--- config.mk ---
export PLATFORM = sky130hd
export DESIGN_NAME = alu_arbiter
export DESIGN_NICKNAME = d
export VERILOG_FILES = /design/src/rtl/alu_arbiter.sv
export SDC_FILE = /design/constraint.sdc
export NUM_CORES = 1
export LEC_CHECK = 0
export CORE_UTILIZATION = 40
export CTS_BUF_LIST = sky130_fd_sc_hd__clkbuf_4
export CTS_CLUSTER_DIAMETER = 40
export DETAILED_ROUTE_END_ITERATION = 10
export GPL_ROUTABILITY_DRIVEN = 0
export PLACE_DENSITY = 0.86
export SYNTH_ARGS = -nofsm -noshare
export SYNTH_HDL_FRONTEND = slang
export SYNTH_SLANG_ARGS = --single-unit
--- constraint.sdc ---
create_clock -name clk -period 1.8 [get_ports clk]
set_input_delay 0.18 -clock clk [delete_from_list [all_inputs] [get_ports clk]]
set_output_delay 0.18 -clock clk [all_outputs]
set_load 0.05 [all_outputs]
--- src/rtl/alu_arbiter.sv ---
// ---------------------------------------------------------------------------
// alu_arbiter
//
// Shares one multi-cycle ALU between two requesters. Round-robin arbitration
// is done in IDLE. The winning request's payload is latched and issued to the
// ALU as a one-cycle strobe. Completion is returned to the owner as a
// one-cycle done pulse with a registered result. Every wait state is bounded
// by a cycle counter; when the counter expires, timeout_err pulses and the
// transaction is dropped.
//
// Ports
//   clk, rst            clock (posedge) / asynchronous active-high reset
//   reqN_valid/ready    request handshake, N = 0,1 (ready only in IDLE)
//   reqN_op/a/b         request payload
//   reqN_done/result    one-cycle completion pulse and held result
//   alu_ready           ALU idle
//   alu_valid           one-cycle issue strobe
//   alu_op/a/b          issued payload, held while the operation runs
//   alu_done/result     ALU completion, only observed in WAIT_DONE
//   busy                FSM not in IDLE
//   grant               index of the current/last owner
//   timeout_err         one-cycle pulse when a wait state times out
//
// state     | meaning
// ----------+------------------------------------------------------------
// IDLE      | arbitrate; ready offered while ALU idle
// ISSUE     | alu_valid high for one cycle with latched payload
// WAIT_ACK  | wait for ALU to drop alu_ready (operation taken)
// WAIT_DONE | ops 1..4: wait for alu_done, capture result
// WAIT_RDY  | wait for alu_ready to return; other ops complete here
// ---------------------------------------------------------------------------
module alu_arbiter #(
  parameter int OP_WIDTH     = 8,
  parameter int RESULT_WIDTH = 16,
  parameter int TIMEOUT      = 32
) (
  input  logic                    clk,
  input  logic                    rst,

  input  logic                    req0_valid,
  output logic                    req0_ready,
  input  logic [2:0]              req0_op,
  input  logic [OP_WIDTH-1:0]     req0_a,
  input  logic [OP_WIDTH-1:0]     req0_b,
  output logic                    req0_done,
  output logic [RESULT_WIDTH-1:0] req0_result,

  input  logic                    req1_valid,
  output logic                    req1_ready,
  input  logic [2:0]              req1_op,
  input  logic [OP_WIDTH-1:0]     req1_a,
  input  logic [OP_WIDTH-1:0]     req1_b,
  output logic                    req1_done,
  output logic [RESULT_WIDTH-1:0] req1_result,

  input  logic                    alu_ready,
  output logic                    alu_valid,
  output logic [2:0]              alu_op,
  output logic [OP_WIDTH-1:0]     alu_a,
  output logic [OP_WIDTH-1:0]     alu_b,
  input  logic                    alu_done,
  input  logic [RESULT_WIDTH-1:0] alu_result,

  output logic                    busy,
  output logic                    grant,
  output logic                    timeout_err
);

  localparam int CNT_W = $clog2(TIMEOUT + 1);

  typedef enum logic [2:0] {
    IDLE,
    ISSUE,
    WAIT_ACK,
    WAIT_DONE,
    WAIT_RDY
  } state_t;

  state_t                  state_q, state_d;

  // last_q = index of the requester served most recently; the other one
  // has priority on a tie. Reset value 1 makes req0 win the first tie.
  logic                    last_q;
  logic                    grant_q;
  logic [2:0]              op_q;
  logic [OP_WIDTH-1:0]     a_q, b_q;
  logic [RESULT_WIDTH-1:0] res0_q, res1_q;
  logic                    done0_q, done1_q;
  logic                    tmo_q;
  logic [CNT_W-1:0]        cnt_q;

  logic                    accept0, accept1;
  logic                    cap_result;
  logic                    nc_done;
  logic                    tmo_hit;
  logic                    in_wait;
  logic                    compute_op;

  // Only ops 1..4 produce an alu_done; the rest just cycle alu_ready.
  assign compute_op = (op_q >= 3'd1) && (op_q <= 3'd4);
  assign in_wait    = (state_q == WAIT_ACK) || (state_q == WAIT_DONE) ||
                      (state_q == WAIT_RDY);

  // -------------------------------------------------------------------------
  // State register
  // -------------------------------------------------------------------------
  always_ff @(posedge clk or posedge rst) begin
    if (rst) begin
      state_q <= IDLE;
    end else begin
      state_q <= state_d;
    end
  end

  // -------------------------------------------------------------------------
  // Next state and combinational outputs
  // -------------------------------------------------------------------------
  always_comb begin
    state_d    = state_q;
    req0_ready = 1'b0;
    req1_ready = 1'b0;
    alu_valid  = 1'b0;
    accept0    = 1'b0;
    accept1    = 1'b0;
    cap_result = 1'b0;
    nc_done    = 1'b0;
    tmo_hit    = 1'b0;

    case (state_q)
      IDLE: begin
        // Ready is held low during reset so no output leaks a 1 while rst is high.
        if (!rst) begin
          req0_ready = alu_ready && !(req1_valid && (last_q == 1'b0));
          req1_ready = alu_ready && !(req0_valid && (last_q == 1'b1));
        end
        accept0 = req0_valid && req0_ready;
        accept1 = req1_valid && req1_ready;
        if (accept0 || accept1) begin
          state_d = ISSUE;
        end
      end

      ISSUE: begin
        alu_valid = 1'b1;
        state_d   = WAIT_ACK;
      end

      WAIT_ACK: begin
        if (!alu_ready) begin
          state_d = compute_op ? WAIT_DONE : WAIT_RDY;
        end
      end

      WAIT_DONE: begin
        if (alu_done) begin
          cap_result = 1'b1;
          state_d    = WAIT_RDY;
        end
      end

      WAIT_RDY: begin
        if (alu_ready) begin
          nc_done = !compute_op;
          state_d = IDLE;
        end
      end

      default: begin
        state_d = IDLE;
      end
    endcase

    // A normal exit on the final counted cycle takes precedence over timeout.
    if (in_wait && (state_d == state_q) && (cnt_q == CNT_W'(TIMEOUT - 1))) begin
      tmo_hit = 1'b1;
      state_d = IDLE;
    end
  end

  // -------------------------------------------------------------------------
  // Datapath, arbitration pointer, completion and wait counter
  // -------------------------------------------------------------------------
  always_ff @(posedge clk or posedge rst) begin
    if (rst) begin
      last_q  <= 1'b1;
      grant_q <= 1'b0;
      op_q    <= 3'd0;
      a_q     <= '0;
      b_q     <= '0;
      res0_q  <= '0;
      res1_q  <= '0;
      done0_q <= 1'b0;
      done1_q <= 1'b0;
      tmo_q   <= 1'b0;
      cnt_q   <= '0;
    end else begin
      done0_q <= 1'b0;
      done1_q <= 1'b0;
      tmo_q   <= tmo_hit;

      if (accept0) begin
        op_q    <= req0_op;
        a_q     <= req0_a;
        b_q     <= req0_b;
        grant_q <= 1'b0;
        last_q  <= 1'b0;
      end else if (accept1) begin
        op_q    <= req1_op;
        a_q     <= req1_a;
        b_q     <= req1_b;
        grant_q <= 1'b1;
        last_q  <= 1'b1;
      end

      if (cap_result) begin
        if (grant_q) begin
          res1_q  <= alu_result;
          done1_q <= 1'b1;
        end else begin
          res0_q  <= alu_result;
          done0_q <= 1'b1;
        end
      end else if (nc_done) begin
        if (grant_q) begin
          res1_q  <= '0;
          done1_q <= 1'b1;
        end else begin
          res0_q  <= '0;
          done0_q <= 1'b1;
        end
      end

      if (state_d != state_q) begin
        cnt_q <= '0;
      end else if (in_wait) begin
        cnt_q <= cnt_q + CNT_W'(1);
      end
    end
  end

  assign busy        = (state_q != IDLE);
  assign grant       = grant_q;
  assign timeout_err = tmo_q;
  assign alu_op      = op_q;
  assign alu_a       = a_q;
  assign alu_b       = b_q;
  assign req0_done   = done0_q;
  assign req1_done   = done1_q;
  assign req0_result = res0_q;
  assign req1_result = res1_q;

endmodule

## Yosys cells after proc, flatten, opt, wreduce, memory -nomap -nowiden

Cells that the tools add are included.

- Register bits after elaboration: 65
- Output and inout bits: 59
- Logic and storage cells: 94

- Add/subtract/negate cells: 1
- $lt $le $gt $ge: 2
- Equal/unequal tests: 11
- Muxes and demuxes: 45
- Bitwise logic cells: 1
- Reductions and logical operators: 22

Operator list:

| operator | count |
|---|---|
| $mux 16 | 8 |
| $mux 8 | 4 |
| $mux 3 | 8 |
| $mux 1 | 22 |
| $pmux 3 s5 | 1 |
| $mux 6 | 2 |
| $logic_and 1x1->1 | 9 |
| $ne 2x2->1 const B | 4 |
| $add 6x1->6 const B | 1 |
| $eq 3x2->1 const B | 2 |
| $eq 6x5->1 const B | 1 |
| $reduce_and 3->1 | 2 |
| $reduce_bool 2->1 | 3 |
| $eq 3x1->1 const B | 1 |
| $eq 3x3->1 | 1 |
| $eq 3x3->1 const B | 1 |
| $ge 3x1->1 const B | 1 |
| $le 3x3->1 const B | 1 |
| $logic_not 1->1 | 3 |
| $logic_not 3->1 | 1 |
| $logic_or 1x1->1 | 3 |
| $ne 3x3->1 | 1 |
| $reduce_bool 3->1 | 1 |
| $not 1->1 | 1 |

## Depth between registers and ports, before layout

- Word-level depth: 16
- Depth in mapped cells: 8

## Worst setup path after synthesis

No wires, ideal clock.

- Path type: reg-to-reg
- Start: register state_q[1]
- End: register b_q[2] (netlist: alu_b[2])
- Library setup time: 0.128 ns
- Arrival: 1.824 ns
- Data required time: 1.672 ns
- Slack: -0.152 ns
- Cell stages (with the launch flop): 8
- Buffers on the path: 2
- Cell sequence: dfrtp_1 > buf_4 > nor3b_2 > and3_1 > nand2_1 > clkbuf_1 > mux2i_1 > o21ai_0

- Word-level cells in the longest chain between the ends: 3

Ends and longest elaborated chain:

| item | RTL line | source |
|---|---|---|
| start, declared | 79 | `state_t state_q, state_d;` |
| start signal, assigned | 111 | `state_q <= state_d;` |
| $logic_not 3->1 * | 129 | `case (state_q)` |
| $mux 1 | 129 |  |
| $mux 8 or $reduce_bool 2->1 (tied branches) | -- |  |
| end signal, assigned | 204 | `b_q <= req0_b;` |
| end signal, assigned | 210 | `b_q <= req1_b;` |
| end, declared | 86 | `logic [OP_WIDTH-1:0] a_q, b_q;` |

Mark *: on every way between the ends. The rest lies on a longest branch, timed or not.
A chain may end at the register's enable or synchronous reset.

## Worst setup path after layout

- Start: register op_q[1] (netlist: alu_op[1])
- End: register cnt_q[3]

- Word-level cells in the longest chain between the ends: 11

Ends and longest elaborated chain:

| item | RTL line | source |
|---|---|---|
| start, declared | 85 | `logic [2:0] op_q;` |
| start signal, assigned | 202 | `op_q <= req0_op;` |
| start signal, assigned | 208 | `op_q <= req1_op;` |
| $ge 3x1->1 or $le 3x3->1 (tied branches) | 100 | `assign compute_op = (op_q >= 3'd1) && (op_q <= 3'd4);` |
| $logic_and 1x1->1 * | 100 |  |
| $mux 3 * | 150 | `state_d = compute_op ? WAIT_DONE : WAIT_RDY;` |
| $mux 3 * | 149 | `if (!alu_ready) begin` |
| $pmux 3 s5 * | 129 |  |
| $eq 3x3->1 | 174 | `if (in_wait && (state_d == state_q) && (cnt_q == CNT_W'(TIMEOUT - 1))) begin` |
| $logic_and 1x1->1 (2 in series) | 174 |  |
| $mux 3 * | 174 |  |
| $ne 3x3->1 * | 233 | `if (state_d != state_q) begin` |
| $mux 6 or $reduce_bool 2->1 (tied branches) | -- |  |
| end signal, assigned | 236 | `cnt_q <= cnt_q + CNT_W'(1);` |
| end, declared | 90 | `logic [CNT_W-1:0] cnt_q;` |

Marked as above.

==> reports/results.tsv <==
metric	value	unit
status	finished, final reports clean	
num_antenna_cells	0	
ant_nets	0	
grtUsageTotal	21.6	%
final.min_clock_period	1.74	ns
grt_pass1_vias	2646	
vias	2564	
syn_area	2910	um2
r2r_cells	6	
dp_hpwl	5.53	mm
cap_violations	0	
htreeDepth	3	
grt_pass1_wl	12.5	mm
dieArea	7610	um2
seq_area_frac_synth	56.0	%
p_leak	2.66	nW
placementRows	30	
synthCells	253	
avgSynthCellArea	11.5	um2
synth_nets	314	
clock_latency	0.40	ns
die_h	87.3	um
boundaryPins	119	
clock_sinks	65	
dp_cells	474	
start_kind	flop	
fin_ws	0.0592	ns
p_per_area	1840	nW/um2
drtIter0Drc	94	
clk_pin_slew_worst_paths	0.12	ns
cp_max_fo	6	
setup_viol_count_final	0	
numCtsBuffers	9	
place_ws	-0.217	ns
design_area	4780	um2
cts.path.max_buffers	2	
final_util	69.2	%
drc	0	
io_buffers	118	
finalNonFillerCells	500	
num-nets-final	460	
worst_hold_path_type	primary input to async pin	
cp.required	2.13	ns
fill_cells	529	
first_pass_iters	4	
grt_overflow	0	
yosysWarnings	0	
worstMarginPinSlew	0.541	ns
grt_max_degree	43	
post-route-period-util	96.7	%
wire_per_inst	15.7	um
initial_core_util	42.1	%
area_growth	64.3	%
ctsRootBufferMaster	clkbuf_4	
ys_async_sr_fraction	100	%
cts_tree	done	
dpl_cell_area	4360	um2
synth_edf_count	0	
ys_ff_latch	65	
skew	0.0146	ns
synth-main-ff-cell	dfrtp_1	
fmax	574	MHz
crit_type	flop to flop	
wl	7.86	mm
holdWs	0.248	ns
ys_types	47	
ctsHoldBuffers	0	
antenna_found_initial	0	
setup_tns	0	ns
drive_gt1_share	20.8	%
relSlewSlack	63.9	%
power	8.79	mW
viasPerCell	5.13	
cp-end-kind	flop	
die_w	87.3	um
cp_data_arrival_time	2.07	ns
ir_drop	0.00105	V
finalMaxSlewViolations	0	
hold_viol	0	
core	6910	um2
-- Yosys cell counts (all sizes together) (2+ instances only) --
cell type | number | area share, %
dfrtp | 64 | 55
a22o | 31 | 9.3
nand2 | 31 | 4.0
o21ai | 19 | 3.3
mux2i | 17 | 5.9
buf | 13 | 3.0
inv | 10 | 1.3
nor2 | 9 | 1.5
nor3 | 8 | 1.5
nor4 | 5 | 1.3
nand2b | 4 | 0.86
a21oi | 3 | 0.52
a22oi | 3 | 0.77
and3 | 3 | 0.65
xor2 | 3 | 0.90
a31oi | 2 | 0.65
and2 | 2 | 0.43
clkbuf | 2 | 0.26
nand3 | 2 | 0.34
nor2b | 2 | 0.52
o211ai | 2 | 0.52
o22ai | 2 | 0.65
or2 | 2 | 0.52
xnor2 | 2 | 0.60
-- routing by layer --
metal	vias up	track usage [%]	part of all wire [%]
li1	1211	-	-
met1	1243	24.7	39
met2	99	38.2	53
met3	11	7.77	6.7
met4	0	5.81	1.4
met5	-	0	0
-- final timing paths --
check / from / endpoint / slack [ns]
max in group asynchronous: rst / cnt_q[0] / 1.28
min in group clk: req0_b[1] / alu_b[1] / 0.31
worst max-delay path: alu_op[1] / cnt_q[3] / 0.06
worst max register to register: alu_op[1] / cnt_q[3] / 0.06
worst min register to register: last_q / last_q / 0.47
worst min-delay path: rst / req1_result[15] / 0.25
-- placed cells by master, fill, tap and decap left out, types with 2 or more instances in the layout --
cell type | synthesis | routed
nor2_4 | 1 | 2
clkdlybuf4s50_1 | 0 | 59
o21ai_0 | 18 | 18
nor2_2 | 1 | 2
nor4_2 | 1 | 4
xnor2_1 | 2 | 2
nand3_1 | 2 | 2
buf_4 | 6 | 28
xor2_1 | 3 | 3
dlygate4sd2_1 | 0 | 23
mux2i_1 | 17 | 17
dlymetal6s2s_1 | 0 | 31
a21oi_1 | 3 | 3
dfrtp_2 | 0 | 3
dfrtp_1 | 64 | 61
inv_1 | 10 | 9
and3_4 | 0 | 2
nor3_1 | 7 | 3
clkinvlp_4 | 0 | 2
a22o_1 | 31 | 31
nor3_2 | 1 | 3
nor3_4 | 0 | 2
a22oi_1 | 3 | 3
clkinv_4 | 0 | 3
nand2b_1 | 4 | 4
buf_12 | 0 | 7
nand2_1 | 31 | 31
o211ai_1 | 2 | 2
bufinv_16 | 0 | 2
buf_6 | 1 | 2
clkbuf_4 | 0 | 9
nor2_1 | 7 | 5
-- state kept, by name, summed over array words and instances (netlist names) --
name,flops
alu_b,8
last_q,1
grant,1
req0_done,1
state_q,3
alu_op,3
req0_result,16
cnt_q,6
req1_done,1
timeout_err,1
alu_a,8
req1_result,16
-- repair_timing --
| action | CTS | global route |
|---|---|---|
| gates cloned | 0 | 0 |
| endpoints found under the setup margin | 34 | 62 |
| setup buffers | 8 | 4 |
| pin swaps | 9 | 11 |
| gates resized for setup | 31 | 49 |
-- worst max-delay path, cell delays in order (launching register included) --
cell	delay (ns)
dfrtp_1	0.41
buf_4	0.16
nor3_4	0.18
nor3_2	0.07
o311ai_4	0.36
a31oi_4	0.20
nor4_1	0.28
-- final cells by class --
type,count,area (um2),area share (%)
tap,96,120,2.51
sequential,65,1630,34.1
inverter,10,41.3,0.864
clock inverter,7,103,2.15
multi-input combinational,163,1260,26.4
clock buffer,9,67.6,1.41
timing repair buffer,150,1550,32.5
-- power by group --
group / total (mW) / internal (mW) / switching (mW) / leakage (nW)
Clock: 1.14 / 0.574 / 0.567 / 0.0867
Sequential: 2.45 / 2.04 / 0.414 / 0.842
Combinational: 5.20 / 1.93 / 3.27 / 1.73
-- cells by family after synthesis --
kind of cell	Yosys count	synth area share (%)
xor gates and xnor gates	5	1.51
and+or+nand+nor	70	12.4
AOI/OAI and AO/OA	70	19.3
adders and majority gates	1	0.430
buffers and inverters	25	4.52
DFF	65	56.0
muxes	17	5.85
No activity file was read; power rests on OpenSTA's default activity.
